$ cat config.mk
export PLATFORM = sky130hd
export DESIGN_NAME = stream_demux_1ton_flat
export DESIGN_NICKNAME = d
export VERILOG_FILES = /design/src/rtl/stream_demux_if.sv /design/src/rtl/stream_demux_1ton.sv /design/src/flat_wrapper.sv
export SDC_FILE = /design/constraint.sdc
export NUM_CORES = 1
export LEC_CHECK = 0
export ABC_AREA = 1
export CAP_MARGIN = 20
export CORE_AREA = 2 2 56 58
export CTS_CLUSTER_SIZE = 25
export DETAILED_ROUTE_END_ITERATION = 7
export DIE_AREA = 0 0 58 60
export HOLD_SLACK_MARGIN = 0.08
export PLACE_DENSITY = 0.54
export SLEW_MARGIN = 20
export SYNTH_ARGS = -nofsm -noshare
export SYNTH_HDL_FRONTEND = slang
export SYNTH_SLANG_ARGS = --single-unit
$ cat constraint.sdc
create_clock -name clk -period 2.8 [get_ports clk]
set_clock_uncertainty 0.15 [all_clocks]
set_input_delay 0.28 -clock clk [delete_from_list [all_inputs] [get_ports clk]]
set_output_delay 0.28 -clock clk [all_outputs]
set_load 0.005 [all_outputs]
$ cat src/rtl/stream_demux_if.sv
// Handshake bundle for the 1-to-N stream demux: one producer-facing input
// and N consumer-facing outputs that share a single payload/select bus.
interface stream_demux_if #(
    parameter int N_CH = 4,
    parameter int DW   = 8,
    parameter int SW   = 2
);
    logic            in_valid;
    logic            in_ready;
    logic [DW-1:0]   in_data;
    logic [SW-1:0]   in_sel;
    logic            in_bcast;
    logic [N_CH-1:0] out_valid;
    logic [N_CH-1:0] out_ready;
    logic [DW-1:0]   out_data;
    logic [SW-1:0]   out_sel;

    modport slave (
        input  in_valid, in_data, in_sel, in_bcast, out_ready,
        output in_ready, out_valid, out_data, out_sel
    );

    modport master (
        output in_valid, in_data, in_sel, in_bcast, out_ready,
        input  in_ready, out_valid, out_data, out_sel
    );
endinterface

$ cat src/rtl/stream_demux_1ton.sv
// Registered 1-to-N stream demux holding one beat; a per-channel pending mask
// tracks which consumers still owe a handshake (unicast, broadcast or drop).
//
// state | meaning
// EMPTY | pending == 0, no beat held, in_ready = 1
// HOLD  | pending != 0, beat held until every pending channel accepts
module stream_demux_1ton #(
    parameter int N_CH = 4,
    parameter int DW   = 8,
    parameter int SW   = 2,
    parameter int CW   = 8
) (
    input  logic                 clk,
    input  logic                 rst,
    stream_demux_if.slave        bus,
    output logic                 busy,
    output logic [CW-1:0]        drop_cnt
);

    localparam logic [N_CH-1:0] ONE_LSB = {{(N_CH-1){1'b0}}, 1'b1};

    logic [N_CH-1:0] pending;
    logic [N_CH-1:0] pending_nxt;
    logic [DW-1:0]   data_q;
    logic [SW-1:0]   sel_q;
    logic [CW-1:0]   drop_nxt;
    logic            done;
    logic            accept;

    // in_ready looks through out_ready so the final handshake and the next
    // load share one edge, giving a beat per cycle with ready consumers.
    assign done   = ((pending & ~bus.out_ready) == '0);
    assign accept = bus.in_valid & done;

    always_comb begin
        pending_nxt = pending & ~bus.out_ready;
        drop_nxt    = drop_cnt;
        if (accept) begin
            if (bus.in_bcast) begin
                pending_nxt = '1;
            end else if (int'(bus.in_sel) < N_CH) begin
                pending_nxt = ONE_LSB << bus.in_sel;
            end else begin
                pending_nxt = '0;
                if (drop_cnt != '1) begin
                    drop_nxt = drop_cnt + 1'b1;
                end
            end
        end
    end

    always_ff @(posedge clk or posedge rst) begin
        if (rst) begin
            pending  <= '0;
            data_q   <= '0;
            sel_q    <= '0;
            drop_cnt <= '0;
        end else begin
            pending  <= pending_nxt;
            drop_cnt <= drop_nxt;
            if (accept) begin
                data_q <= bus.in_data;
                sel_q  <= bus.in_sel;
            end
        end
    end

    assign bus.in_ready  = done;
    assign bus.out_valid = pending;
    assign bus.out_data  = data_q;
    assign bus.out_sel   = sel_q;
    assign busy          = |pending;

endmodule

$ cat src/flat_wrapper.sv
// flat-port wrapper written by rule: the top's interface ports become plain ports
module stream_demux_1ton_flat 
#(
    parameter int N_CH = 4,
    parameter int DW   = 8,
    parameter int SW   = 2,
    parameter int CW   = 8
)
  (clk, rst, busy, drop_cnt, bus_in_valid, bus_in_data, bus_in_sel, bus_in_bcast, bus_out_ready, bus_in_ready, bus_out_valid, bus_out_data, bus_out_sel);
  stream_demux_if #(.N_CH(N_CH), .DW(DW), .SW(SW)) bus_i ();
  input  logic clk;
  input  logic rst;
  output logic busy;
  output logic [CW-1:0] drop_cnt;
  input wire logic [$bits(bus_i.in_valid)-1:0] bus_in_valid;
  input wire logic [$bits(bus_i.in_data)-1:0] bus_in_data;
  input wire logic [$bits(bus_i.in_sel)-1:0] bus_in_sel;
  input wire logic [$bits(bus_i.in_bcast)-1:0] bus_in_bcast;
  input wire logic [$bits(bus_i.out_ready)-1:0] bus_out_ready;
  output wire logic [$bits(bus_i.in_ready)-1:0] bus_in_ready;
  output wire logic [$bits(bus_i.out_valid)-1:0] bus_out_valid;
  output wire logic [$bits(bus_i.out_data)-1:0] bus_out_data;
  output wire logic [$bits(bus_i.out_sel)-1:0] bus_out_sel;
  assign bus_i.in_valid = bus_in_valid;
  assign bus_i.in_data = bus_in_data;
  assign bus_i.in_sel = bus_in_sel;
  assign bus_i.in_bcast = bus_in_bcast;
  assign bus_i.out_ready = bus_out_ready;
  assign bus_in_ready = bus_i.in_ready;
  assign bus_out_valid = bus_i.out_valid;
  assign bus_out_data = bus_i.out_data;
  assign bus_out_sel = bus_i.out_sel;
  stream_demux_1ton #(.N_CH(N_CH), .DW(DW), .SW(SW), .CW(CW)) u_core (.clk(clk), .rst(rst), .bus(bus_i), .busy(busy), .drop_cnt(drop_cnt));
endmodule
-- After elaboration in Yosys (flattened, before gate mapping)
Cells that the tools add are included.
- register bits after elaboration: 14
- output and inout bits: 24
- mux-type cells: 2
- bitwise operators: 3
- shift-type cells: 1
- reductions and logical operators: 2
- operators by type and width (kind ; number):
    4-bit two-way mux ; 2
    4-bit AND ; 1
    4-bit zero test ; 1
    4-bit NOT ; 1
    4-bit OR reduction ; 1
    1-bit by 2-bit << shifter with 4-bit output, first input constant ; 1
    1-bit AND ; 1

-- Logic depth before layout (Yosys ltp)
- depth after elaboration: 5
- mapped depth: 7
- mapped depth without buffers: 7

-- Least setup slack after synthesis
Ideal clock, no wire load.
- path kind: reg2out
- start point: register u_core.pending[1] (netlist: u_core.bus.out_valid[1])
- end point: output port bus_in_ready
- stages on the path, launching flop included: 5
- arrival time: 0.845 ns
- setup slack: 1.525 ns
- buffers on the path: 1
- data required time: 2.370 ns
- cell sequence: dfrtp_1 -> nand2_2 -> nand2_2 -> nor2_4 -> buf_6
- longest elaborated chain between the ends: 2
- RTL lines (item ; line ; source):
    from (decl) ; stream_demux_1ton.sv:22 ; logic [N_CH-1:0] pending;
    from (signal assigned) ; stream_demux_1ton.sv:59 ; pending <= pending_nxt;
    4-bit AND ; stream_demux_1ton.sv:32 ; assign done = ((pending & ~bus.out_ready) == '0);
    4-bit zero test ; stream_demux_1ton.sv:32 ;
    to (decl) ; flat_wrapper.sv:20 ; output wire logic [$bits(bus_i.in_ready)-1:0] bus_in_ready;
Every way passes these cells.

-- Worst setup path in the final report
- start point: input port bus_out_ready[2]
- end point: output port bus_in_ready
- longest elaborated chain between the ends: 3
- RTL lines (item ; line ; source):
    from (decl) ; flat_wrapper.sv:19 ; input wire logic [$bits(bus_i.out_ready)-1:0] bus_out_ready;
    4-bit NOT ; stream_demux_1ton.sv:32 ;
    4-bit AND ; stream_demux_1ton.sv:32 ;
    4-bit zero test ; stream_demux_1ton.sv:32 ;
Every way passes these cells.

==> key figures <==
Floorplanning
  – Initial Utilization: about a quarter
  – Die width: 58 microns
  – Ports: 42
  – Core footprint: 0.002903 sq mm
  – Die H: 60 microns
  – DIE AREA: approximately 0.0035 sq mm
  – Rows: 20

Detailed routing
  – Residual DRC: 0
  – Via-per-instance ratio: 4.032
  – Final WL: 1611 microns
  – Remaining antenna violation count after routing: 0
  – DRT Pass-1 Iters: 3
  – Drt wl/cell: between 10 and 15 microns
  – Drt initial violations: 8
  – DR vias: 621

Setup path
  – Max stage delay on crit path: about 0.51 ns
  – CP endpoint kind: output pin
  – Maximum net fanout on the critical path: 2
  – Setup crit start kind: input port
  – Slack of the worst reg-to-reg path: between 1 and 1.5 ns
  – Arrival time at the worst endpoint: 1.52 ns
  – Slowest CP cell: clkdlybuf4s50_1
  – CP Class: in2out
  – CP required: roughly 2.4 ns
  – CP cell instances: clkdlybuf4s50_1 > inv_1 > nand2_1 > nand2_1 > nor2_4 > clkdlybuf4s50_1

Synthesis
  – Post-Syn Area: around 700 sq um
  – Largest area contributor in the netlist: dfrtp_1
  – Largest cells by area after synthesis: dfrtp_1, nand2_1, nand3_1
  – Top cells by count, synth: nand2_1, dfrtp_1, nand3_1
  – Register area share after synthesis: 49.73%
  – Yosys warning count: 0
  – #FFs+latches synth: 14
  – EDFF count, synth: 0
  – Syn Area/Cell: roughly 8.1 sq um
  – Async SR Flop Fraction: 100.0%
  – Synth Flop Type: dfrtp_1
  – Area share of the largest cell type after synthesis: 49.73%
  – Cell with the most instances after synthesis: nand2_1
  – Post-synthesis cell count: 87
  – Count of cell types in the netlist: 12

GRT
  – Global Route Usage Sum: 10.75%
  – First-pass GRT wire length: 2760 microns
  – Vias in the first global route: 631
  – Initial antenna violation count: 0
  – Largest net degree at the start of global routing: 16
  – Total grt overflow: 0

Timing
  – Unrepaired setup endpoints after global routing: no
  – Final setup viols: 0
  – Worst slew pin tran: 0.5678 ns
  – Achievable clock frequency: 512.0 MHz
  – Setup TNS Final: 0 ns
  – Max-slew headroom: 62.03%
  – Final period util: a little over two thirds
  – Max Transition Viols Final: 0
  – Fin. Hold Viols: 0
  – Tmin final: between 1.5 and 2 ns

Place
  – Placed Cells incl. Taps: 150
  – HPWL after DPL: 1242 microns
  – Port bufs: 33
  – RD Place Congestion: 0.6964

Power
  – Tot Pwr: approximately 0.00073 W
  – Pwr dens: 683.3 mW/mm^2
  – Peak supply drop: 0.0003086 V
  – Leak: approximately 0.54 nW

Status
  – Status: complete, no violations

Cells and area
  – Ant diodes: 0
  – Final nets: 140
  – Fraction of layout cells with a size suffix above 1: 8.264%
  – Area grow syn2layout: 51.15%
  – Non-Filler Instances: about 150

Clock network
  – Root Buffer: clkbuf_4
  – TritonCTS clock tree: done
  – Total CTS buffers: 3
  – Post-CTS Setup Bufs: 0
  – TritonCTS sink count: 14
  – CTS Buffer Depth: 2
  – H-tree Lvls: 1
  – CTS resizes: 0
  – Hold_buf cts: 0
  – Clk_lat worst skew: 0.27 ns
  – Clock slew seen by the registers of the worst setup and hold paths: around 0.08 ns

Job
  – Max cap viols: 0

Min path
  – Worst Hold Class: in2async
-- per-stage QoR --
stage | worst slack (ns) | hold WS, ns | instance area (sq um) | utilization [%]
6_report | 0.8470 | 0.1892 | 1065 | 36.68
5_1_grt | 0.7770 | 0.2445 | 1065 | 36.68
4_1_cts | 0.8349 | 0.1995 | 1065 | 36.68
3_5_place_dp | 0.8415 | 0.3071 | 1028 | 35.43
3_3_place_gp | 0.8409 | 0.3044 | 1028 | 35.43
2_1_floorplan | 1.525 | 0.01922 | 730.7 | -
-- per-layer routing --
metal | track usage (%) | vias up | share of wire [%]
met3 | 3.896 | 2 | 5.6
met2 | 17.86 | 23 | 48
met4 | 3.987 | 0 | 1.7
met5 | 0 | - | 0
li1 | - | 321 | -
met1 | 12.77 | 275 | 45
-- cell usage in the layout, fill, tap and decap left out, drive strengths merged --
master | netlist | routed
buf | 11 | 1
clkbuf | 0 | 4
clkdlybuf4s50 | 0 | 33
conb | 1 | 8
dfrtp | 14 | 14
inv | 8 | 8
nand2 | 32 | 32
nand3 | 14 | 14
nor2 | 3 | 3
o21ai | 4 | 4
-- worst max-delay path: cells and delay by family --
kind / cells / cell delay, ns
buffers and inverters: 3 / 1.01
AND/OR/NAND/NOR: 3 / 0.24
-- worst paths after layout --
path | from | end | depth (start not counted)
setup / recovery | bus_out_ready[2] | bus_in_ready | 6
hold / removal | rst | u_core.bus.out_data[3] | 2
setup reg to reg | u_core.bus.out_valid[3] | u_core.bus.out_data[6] | 7
hold reg to reg | u_core.bus.out_sel[0] | u_core.bus.out_sel[0] | 2
max in group asynchronous | rst | u_core.bus.out_data[0] | 2
min in group clk | u_core.bus.out_sel[0] | u_core.bus.out_sel[0] | 2
-- power by group --
group          internal (W)  switching, W  total (W)  leakage, nW
registers          0.000262     0.0000339   0.000296        0.174
clock network     0.0000790     0.0000617   0.000141       0.0210
logic              0.000175      0.000116   0.000291        0.347
-- registers in the layout (all words and copies together) (netlist names) --
name,flops
u_core.bus.out_data,8
u_core.bus.out_sel,2
u_core.bus.out_valid,4
-- final cells by class --
type | count | area (sq um)
Fill cell | 321 | 1838
Sequential cell | 14 | 350.3
Timing Repair Buffer | 34 | 337.8
Multi-Input combinational cell | 61 | 269.0
Tap cell | 33 | 41.29
Clock buffer | 4 | 36.28
Inverter | 8 | 30.03
-- kinds of logic after synthesis --
family / share of synthesized area, %
simple gates: 31.08
buf+inv: 15.81
flops: 49.73
compound gates: 2.842
other cells: 0.5323
No activity file was read; power rests on OpenSTA's default activity.
